**src/rtl/fifo_uart_tx.sv**
```systemverilog
// Serial transmitter that pops words from an upstream FIFO and sends them as
// start bit, data LSB first, optional even parity, stop bit on a registered TX pin.
module fifo_uart_tx #(
    parameter int DATA_WIDTH   = 8,
    parameter int CLKS_PER_BIT = 4,
    parameter int PARITY_EN    = 0
) (
    input  logic                  clk,
    input  logic                  rst,
    input  logic                  enable,
    input  logic                  fifo_empty,
    input  logic [DATA_WIDTH-1:0] fifo_dout,
    output logic                  fifo_rd_en,
    output logic                  tx,
    output logic                  busy,
    output logic                  tx_done
);

    localparam int BAUD_W = (CLKS_PER_BIT > 1) ? $clog2(CLKS_PER_BIT) : 1;
    localparam int BIT_W  = $clog2(DATA_WIDTH + 1);

    typedef enum logic [2:0] {IDLE, LOAD, START, DATA, PARITY, STOP} state_t;

    state_t                  state_q, state_d;
    logic [BAUD_W-1:0]       baud_q, baud_d;
    logic [BIT_W-1:0]        bit_q, bit_d;
    logic [DATA_WIDTH-1:0]   shift_q, shift_d;
    logic                    parity_q, parity_d;
    logic                    tx_q, tx_d;
    logic                    baud_last;

    assign baud_last  = (baud_q == BAUD_W'(CLKS_PER_BIT - 1));
    assign fifo_rd_en = (state_q == IDLE) && enable && !fifo_empty && !rst;
    assign busy       = (state_q != IDLE) || fifo_rd_en;
    assign tx_done    = (state_q == STOP) && baud_last;
    assign tx         = tx_q;

    always_comb begin
        state_d  = state_q;
        baud_d   = baud_q;
        bit_d    = bit_q;
        shift_d  = shift_q;
        parity_d = parity_q;
        case (state_q)
            IDLE: begin
                baud_d = '0;
                bit_d  = '0;
                if (fifo_rd_en) begin
                    state_d = LOAD;
                end
            end
            LOAD: begin
                shift_d  = fifo_dout;
                parity_d = ^fifo_dout;
                baud_d   = '0;
                bit_d    = '0;
                state_d  = START;
            end
            START: begin
                if (baud_last) begin
                    baud_d  = '0;
                    state_d = DATA;
                end else begin
                    baud_d = baud_q + 1'b1;
                end
            end
            DATA: begin
                if (baud_last) begin
                    baud_d  = '0;
                    shift_d = shift_q >> 1;
                    if (bit_q == BIT_W'(DATA_WIDTH - 1)) begin
                        bit_d   = '0;
                        state_d = (PARITY_EN != 0) ? PARITY : STOP;
                    end else begin
                        bit_d = bit_q + 1'b1;
                    end
                end else begin
                    baud_d = baud_q + 1'b1;
                end
            end
            PARITY: begin
                if (baud_last) begin
                    baud_d  = '0;
                    state_d = STOP;
                end else begin
                    baud_d = baud_q + 1'b1;
                end
            end
            STOP: begin
                if (baud_last) begin
                    baud_d  = '0;
                    state_d = IDLE;
                end else begin
                    baud_d = baud_q + 1'b1;
                end
            end
            default: state_d = IDLE;
        endcase

        // The pin level is derived from the next state so tx_q lines up with state_q.
        case (state_d)
            START:   tx_d = 1'b0;
            DATA:    tx_d = shift_d[0];
            PARITY:  tx_d = parity_d;
            default: tx_d = 1'b1;
        endcase
    end

    always_ff @(posedge clk) begin
        if (rst) begin
            state_q  <= IDLE;
            baud_q   <= '0;
            bit_q    <= '0;
            shift_q  <= '0;
            parity_q <= 1'b0;
            tx_q     <= 1'b1;
        end else begin
            state_q  <= state_d;
            baud_q   <= baud_d;
            bit_q    <= bit_d;
            shift_q  <= shift_d;
            parity_q <= parity_d;
            tx_q     <= tx_d;
        end
    end

endmodule

```
**config.mk**
```make
export PLATFORM = sky130hd
export DESIGN_NAME = fifo_uart_tx
export DESIGN_NICKNAME = d
export VERILOG_FILES = /design/src/rtl/fifo_uart_tx.sv
export SDC_FILE = /design/constraint.sdc
export NUM_CORES = 1
export LEC_CHECK = 0
export ABC_AREA = 1
export BUFFER_PORTS_ARGS = -buffer_cell sky130_fd_sc_hd__buf_2
export CAP_MARGIN = 40
export CORE_ASPECT_RATIO = 1.4
export CORE_UTILIZATION = 55
export CTS_CLUSTER_DIAMETER = 30
export DETAILED_ROUTE_END_ITERATION = 16
export PLACE_DENSITY_LB_ADDON = 0.2
export SLEW_MARGIN = 20
export SYNTH_ARGS = -nofsm -noshare
export SYNTH_HDL_FRONTEND = slang
export SYNTH_SLANG_ARGS = --single-unit
```
**constraint.sdc**
```tcl
create_clock -name clk -period 1.69 [get_ports clk]
set_input_delay 0.169 -clock clk [delete_from_list [all_inputs] [get_ports clk]]
set_output_delay 0.169 -clock clk [all_outputs]
set_load 0.03 [all_outputs]
```
==> results of run 1 <==
[path summary, 6_finish.rpt]
path / startpoint / end / slack (ns) / cells after the start
worst min-delay path: fifo_dout[7] / shift_q[7]$_SDFFE_PP0P_ / 0.16 / 3
worst min register to register: shift_q[5]$_SDFFE_PP0P_ / shift_q[5]$_SDFFE_PP0P_ / 0.47 / 2
worst max register to register: baud_q[0]$_SDFFE_PP0P_ / tx$_SDFF_PP1_ / 0.25 / 12
worst max-delay path: state_q[1]$_SDFF_PP0_ / busy / 0.14 / 4
[per-layer routing]
layer  up-vias  part of all wire [%]  wire length (µm)  track usage (%)
met1       541                    40               939            20.82
li1        610                     -                 -                -
met2        22                    55              1293            44.22
met5         -                     0                 0                0
met4         0                   2.1                50            17.14
met3         4                   3.3                77            2.400
[final cells by class]
type                            count  area share [%]
Clock buffer                        3           1.763
Clock inverter                      1          0.3918
Inverter                           29           8.521
Multi-Input combinational cell    130           50.44
Sequential cell                    19           29.77
Tap cell                           21           2.057
Timing Repair Buffer               17           7.052
[registers in the layout (all words and copies together) (netlist names)]
register	count
shift_q	8
baud_q	2
tx	1
bit_q	4
state_q	3
parity_q	1
[cell usage after synthesis (all sizes together)]
cell type	instances
a21oi	14
a22oi	6
a31oi	1
buf	1
clkbuf	1
dfxtp	19
ha	5
inv	29
nand2	64
nand3	11
nand3b	1
nand4	2
nor2	16
nor3	1
o211ai	1
o21ai	6
or2	1
xnor2	1
[per-stage QoR]
step,power (W),utilization [%]
2_1_floorplan,0.0005552,-
3_3_place_gp,0.0005914,63.35
3_5_place_dp,0.0005975,63.35
4_1_cts,0.0008219,64.74
5_1_grt,0.0008582,64.74
6_report,0.0008146,64.74
[where the power goes]
group          switching, W  leakage [nW]  internal (W)
combinational     0.0000771         0.488     0.0000462
sequential       0.00000670         0.154      0.000457
clock              0.000140        0.0177     0.0000883
[cell usage in the layout, fill, tap and decap left out]
cell type / Yosys / layout
nand2_1: 62 / 62
inv_1: 24 / 24
dfxtp_1: 19 / 19
buf_2: 0 / 15
a21oi_1: 14 / 14
nor2_1: 13 / 13
nand3_1: 11 / 11
a22oi_1: 6 / 6
inv_2: 5 / 5
ha_1: 5 / 5
o21ai_0: 4 / 4
clkbuf_4: 0 / 3
nand4_1: 2 / 2
nor2_4: 2 / 2
o21ai_1: 2 / 2
buf_4: 0 / 2
nor3_1: 1 / 1
nand2_4: 1 / 1
nand2_2: 1 / 1
nor2_2: 1 / 1
xnor2_1: 1 / 1
or2_1: 1 / 1
a31oi_1: 1 / 1
nand3b_1: 1 / 1
o211ai_1: 1 / 1
clkinv_2: 0 / 1
[critical path: cells and delay by family (launching register included)]
family | cells | cell delay, ns
DFF | 1 | 0.40
and+or+nand+nor | 3 | 0.50
buffers and inverters | 1 | 0.19
[kinds of logic after synthesis]
kind of cell / synth area share (%)
compound gates: 13.84
fa+ha+maj: 5.447
flops: 33.12
simple gates: 36.06
xor+xnor: 0.7627
buf+inv: 10.78
==> flow_summary.ini, run 1 <==
[power]
ir_drop_uv = 482.7
power_density_nw_per_um2 = 637.6
p_leak_nw = 0.6593

[cts]
cts_tree = done
clock_latency_ns = 0.30
cts_buffers = 3
root_buffer = clkbuf_4
cts.sinks = 19
clock_path_buffers = 2
clkTransAtPathRegs_ns = 0.10
cts-resized-gates = 0
cts_max_level = 1
cts_hold_buffers = 0
post_cts_buffers = 0

[yosys]
synth_area_leader_cell = dfxtp_1
ys_seq_area_share_pct = 33.12
synthTopCellsByArea = dfxtp_1, nand2_1, inv_1
ys_types = 24
ys_ff_latch = 19
synth.net_count = 197
synth.avg_cell_area_um2 = 6.381
synth_area_um2 = 1149
synth_cells = 180
yosys.area.top_type_share_pct = 33.12
synth_warnings = 0

[detailed_routing]
via_per_inst = 5.350
via_count = 1177
first_pass_iters = 4
ant_nets = 0
drt-initial-drc-count = 27
drc_errors = 0
routed_wl_mm = 2.361
routedWlPerCell_um = 10.73

[die]
start_util_pct = 58.21
fp-row-count = 19
die_y_um = 56.07
die-area_um2 = 2278
die_x_um = 40.62
pin_count = 16
core_um2 = 1973

[flow_run]
drv_cap = 0

[outcome]
status = finished clean

[critical_path]
endpoint_kind = output pin
crit_fanout = 7
crit_arrival_ns = 1.38
crit_path_start_kind = flip-flop
path_cells = nor3_1 -> nand4_1 -> nand2_1 -> buf_2
critPathKind = reg -> out
max_stage_delay_ns = 0.40
worstPathRequired_ns = 1.52
critPathSlowestCell = dfxtp_1

[timing]
setup_tns_ns = 0
fin_worst_skew_ns = 0.009086
setup_viol = 0
finalWorstSetupSlack_ns = 0.1386
fmax_ghz = 0.6446
min_period_over_period_pct = 91.80
finalHoldViolCount = 0
hold-worst-slack_ns = 0.1606
drv_slew = 0
grt_setup_unrepaired = false
slew_headroom_pct = 80.86
min_period_ns = 1.551
worst_slew_pin_slew_ns = 0.2868

[cells_and_area]
area_growth_pct = 11.22
antenna_cells = 0
regArea_um2 = 380.4
design_area_um2 = 1277
multi_input_area_um2 = 644.4
drive_above_1_share_pct = 15.58
fin_cells = 220
final_nets = 217
fill_cells = 205

[grt]
grt-ovfl-total = 0
grt_max_degree = 15
grt_usage_pct = 24.05
grt_pass1_wl_mm = 3.808
grt_pass1_vias = 1111
antenna_found_initial = 0

[place]
gp_congestion = 0.8260
placedCellCount = 216
place.port_buffers = 15
post-place-ws_ns = 0.2835
dpl_cell_area_um2 = 1250
dpl.hpwl_mm = 1.913

[min_path]
hold_path.class = in -> reg
Note: power is estimated with default switching activity, not from simulation.
==> run 2, diff against run 1 <==
BUFFER_PORTS_ARGS = -buffer_cell sky130_fd_sc_hd__clkbuf_2   (was -buffer_cell sky130_fd_sc_hd__buf_2)
==> run 2 against run 1 <==
Net effect: sequential cell count unchanged; wire length up 2.2%; clock power about the same; global-route usage unchanged; via count up 0.68%; first-iteration DRC count up 11%; non-clock buffer count unchanged; combinational power about the same; sequential share of layout area down 0.058 points; worst setup slack worse by 0.041 ns; register-to-register slack better by 0.07 ns; largest cell class unchanged.
==> flow_summary.ini, run 2 (synthesis gave the netlist of run 1 again) <==
[timing]
worst_slew_pin_slew_ns = 0.2736
min_period_ns = 1.592
slew_headroom_pct = 81.73
setup_tns_ns = 0
finalHoldViolCount = 0
fmax_ghz = 0.6281
drv_slew = 0
grt_setup_unrepaired = false
min_period_over_period_pct = 94.20
fin_worst_skew_ns = 0.003102
setup_viol = 0

[cells_and_area]
final_cell_mix = nand2_1, inv_1, dfxtp_1, clkbuf_2, a21oi_1
design_area_um2 = 1280
area_growth_pct = 11.44
top_regs = shift_q: 8 flops, bit_q: 4 flops, state_q: 3 flops
drive_above_1_share_pct = 16.08
final_common_cell = nand2_1
final_nets = 217
largest_reg_flops = 8
fill_cells = 194
antenna_cells = 0
top_register = shift_q

[cts]
cts_buffers = 3
cts_max_level = 1
clock_path_buffers = 2
clock_latency_ns = 0.30
post_cts_buffers = 0
cts_tree = done
cts-resized-gates = 0
cts.sinks = 19
cts_hold_buffers = 0
root_buffer = clkbuf_4
clkTransAtPathRegs_ns = 0.10

[place]
dpl_cell_area_um2 = 1250
place.port_buffers = 15
dpl.hpwl_mm = 1.932
gp_congestion = 0.8247

[die]
start_util_pct = 58.21
die-area_um2 = 2278
die_y_um = 56.07
die_x_um = 40.62
fp-row-count = 19
core_um2 = 1973
pin_count = 16

[critical_path]
rrSetupSlack_ns = 0.32
crit_arrival_ns = 1.42
critPathKind = reg -> out
reg2reg_depth = 12
crit_fanout = 7
crit_path_start_kind = flip-flop
r2r_start = baud_q[1]$_SDFFE_PP0P_
endpoint_kind = output pin
worstPathRequired_ns = 1.52
r2r-end = tx$_SDFF_PP1_

[outcome]
status = finished clean

[detailed_routing]
ant_nets = 0
routed_wl_mm = 2.414
drt-initial-drc-count = 30
via_count = 1185
routedWlPerCell_um = 10.97
drc_errors = 0
via_per_inst = 5.386
first_pass_iters = 5

[min_path]
hold_path_depth = 3
min_from = fifo_dout[7]
whs_endpoint = shift_q[7]$_SDFFE_PP0P_
hold_path.class = in -> reg

[grt]
grt_max_degree = 15
antenna_found_initial = 0
grt_pass1_vias = 1074
grt_usage_pct = 24.05
grt_pass1_wl_mm = 3.829
grt-ovfl-total = 0

[flow_run]
drv_cap = 0

[power]
power_w = 0.0008156
ir_drop_uv = 481.5
p_leak_nw = 0.6578
power_density_nw_per_um2 = 637.2
## run 2: cell count changes in the layout (fill, tap and decap cells not counted)
cell | before | now
clkbuf_2 | 0 | 15
ha_2 | 0 | 1
ha_1 | 5 | 4
buf_2 | 15 | 0
## run 2: worst max path at each step
stage / startpoint / to / slack, ns
3_3_place_gp: baud_q[0]$_SDFFE_PP0P_ / tx$_SDFF_PP1_ / 0.31
3_5_place_dp: baud_q[1]$_SDFFE_PP0P_ / tx$_SDFF_PP1_ / 0.29
2_1_floorplan: state_q[2]$_SDFF_PP0_ / tx$_SDFF_PP1_ / 0.44
6_report: state_q[1]$_SDFF_PP0_ / busy / 0.1
4_1_cts: state_q[1]$_SDFF_PP0_ / busy / 0.1
5_1_grt: state_q[1]$_SDFF_PP0_ / fifo_rd_en / 0.008
## run 2: worst max-delay path: stages (launching register included)
cell,delay (ns)
dfxtp_1,0.40
nor3_1,0.26
nand4_1,0.18
nand2_1,0.09
clkbuf_2,0.20
## run 2: stage by stage
step / util (%) / std cells / worst slack (ns) / hold WS (ns)
2_1_floorplan: - / 180 / 0.4436 / 0.2381
3_3_place_gp: 63.35 / 216 / 0.3077 / 0.4472
3_5_place_dp: 63.35 / 216 / 0.2886 / 0.4616
4_1_cts: 64.74 / 220 / 0.09586 / 0.1491
5_1_grt: 64.87 / 220 / 0.008475 / 0.1490
6_report: 64.87 / 220 / 0.09797 / 0.1564
## run 2: area by class of cell
cell class / count / area, µm² / area share (%)
timing repair buffer: 17 / 90.09 / 7.038
multi-input combinational: 130 / 646.9 / 50.54
clock inverter: 1 / 5.005 / 0.3910
tap: 21 / 26.28 / 2.053
inverter: 29 / 108.9 / 8.504
sequential: 19 / 380.4 / 29.72
clock buffer: 3 / 22.52 / 1.760
## run 2: metal layers
layer | wire length [µm] | share of wire (%) | global-route usage, % | up-vias
li1 | - | - | - | 612
met1 | 926 | 38 | 21.34 | 545
met2 | 1366 | 57 | 45.12 | 24
met3 | 71 | 2.9 | 2.400 | 4
met4 | 49 | 2.0 | 14.29 | 0
met5 | 0 | 0 | 0 | -
## run 2: power breakdown
part	total (W)	switching [W]	internal, W
clock network	0.000229	0.000140	0.0000885
registers	0.000463	0.00000667	0.000457
logic	0.000124	0.0000773	0.0000462
total	0.000816	0.000224	0.000591
==> run 3, diff against run 2 <==
CORE_UTILIZATION = 50   (was 55)
MAX_ROUTING_LAYER = met4   (was default)
clock period = 1.45 ns   (was 1.69 ns; I/O delays follow)
==> run 3 against run 2 <==
Net effect: combinational power grew 21%; first-iteration DRC count grew 6.7%; highest routed layer unchanged; power rose by 16%; register-to-register slack lost 0.22 ns; final cell count up 0.45%; sequential power up 17%.
==> flow_summary.ini, run 3 (synthesis gave the netlist of run 1 again) <==
[cts]
root_buffer = clkbuf_4
clock_path_buffers = 2
cts_max_level = 1
cts_buffers = 3
cts_hold_buffers = 0
clkTransAtPathRegs_ns = 0.10
clock_latency_ns = 0.29
cts_tree = done
cts.sinks = 19

[critical_path]
path_cells = nor3_4 -> nand4_1 -> nand2_1 -> buf_6
crit_path_start_kind = flip-flop
endpoint_kind = output pin
reg2reg_depth = 9
critPathSlowestCell = dfxtp_4
critPathKind = reg -> out
r2r_start = state_q[2]$_SDFF_PP0_
crit_path_start = state_q[1]$_SDFF_PP0_
crit_fanout = 7
max_stage_delay_ns = 0.40
worstPathRequired_ns = 1.31
crit_arrival_ns = 1.24

[die]
start_util_pct = 52.76
die_x_um = 42.51
die-area_um2 = 2495
fp-row-count = 20
die_y_um = 58.71
pin_count = 16
core_um2 = 2177

[cells_and_area]
largest_reg_flops = 8
fin_cells = 221
top_regs = shift_q: 8 flops, bit_q: 4 flops, state_q: 3 flops
final_common_cell = nand2_1
final_cell_mix = nand2_1, inv_1, dfxtp_1, a21oi_1, nor2_1
area_growth_pct = 15.47
drive_above_1_share_pct = 18.09
antenna_cells = 0
final_nets = 217
top_register = shift_q
fin_util_pct = 60.92

[min_path]
hold_path.class = in -> reg
min_from = fifo_dout[7]
hold_path_depth = 3

[grt]
grt_usage_pct = 21.65
grt_max_degree = 15
antenna_found_initial = 0
grt_pass1_vias = 1096
grt_pass1_wl_mm = 4.133
grt-ovfl-total = 0

[timing]
grt_setup_unrepaired = true
drv_slew = 0
fmax_ghz = 0.7204
setup_viol = 0
slew_headroom_pct = 79.20
setup_tns_ns = 0
hold-worst-slack_ns = 0.1538
finalHoldViolCount = 0
fin_worst_skew_ns = 0.001123
min_period_ns = 1.388
worst_slew_pin_slew_ns = 0.3116
min_period_over_period_pct = 95.73

[outcome]
status = finished clean

[detailed_routing]
via_count = 1154
drc_errors = 0
routed.top_layer = met4
routed_wl_mm = 2.380
met1_length_um = 936
met2_wirelength_mm = 1.294
wl_met3_um = 102
routedWlPerCell_um = 10.77
ant_nets = 0
first_pass_iters = 4
via_per_inst = 5.222
drt-initial-drc-count = 32

[place]
gp_congestion = 0.8492
dpl.hpwl_mm = 1.884
placedCellCount = 217
place.port_buffers = 15

[power]
power_density_nw_per_um2 = 715.4
p_leak_nw = 0.6663
ir_drop_uv = 383.2

[flow_run]
drv_cap = 0
run 3: cell count changes in the layout (fill, tap and decap cells not counted), sizes merged:
| cell | previous run | this run |
|---|---|---|
| clkinv | 1 | 0 |
| buf | 2 | 5 |
| clkbuf | 18 | 16 |
run 3: final timing paths:
path	end	slack [ns]
worst max register to register	tx$_SDFF_PP1_	0.10
worst min register to register	shift_q[7]$_SDFFE_PP0P_	0.47
worst min-delay path	shift_q[7]$_SDFFE_PP0P_	0.15
worst max-delay path	busy	0.06
run 3: final cells by class:
class | instances | area, µm²
Clock buffer | 4 | 26.28
Timing Repair Buffer | 17 | 102.6
Multi-Input combinational cell | 130 | 674.4
Tap cell | 22 | 27.53
Fill cell | 223 | 850.8
Inverter | 29 | 108.9
Sequential cell | 19 | 386.6
run 3: metrics by stage:
stage / setup slack (ns) / area [µm²] / power (W)
floorplan: 0.2036 / 1149 / 0.0006471
global placement: 0.06870 / 1251 / 0.0006901
detailed placement: 0.03831 / 1251 / 0.0006956
CTS: 0.009315 / 1292 / 0.0009487
global route: -0.03042 / 1326 / 0.0009981
finish: 0.06195 / 1326 / 0.0009488
run 3: power by group:
part | internal, W | leakage, nW | switching, W | total (W)
Clock | 0.000107 | 0.0150 | 0.000151 | 0.000258
Combinational | 0.0000603 | 0.496 | 0.0000895 | 0.000150
Sequential | 0.000531 | 0.155 | 0.00000974 | 0.000541
run 3: worst max-delay path: cells and delay by family (launching register included):
kind	cells	cell delay [ns]
simple gates	3	0.44
flops	1	0.40
buf+inv	1	0.13
run 3: per-layer routing:
metal	vias up	GRT usage [%]
met3	6	1.840
met5	-	-
met1	511	22.54
met4	0	8.036
li1	607	-
met2	30	41.54
run 3: repair_timing:
action,in CTS,in global routing
setup endpoints to repair,3,8
gates resized for setup,6,10
setup buffers,0,0
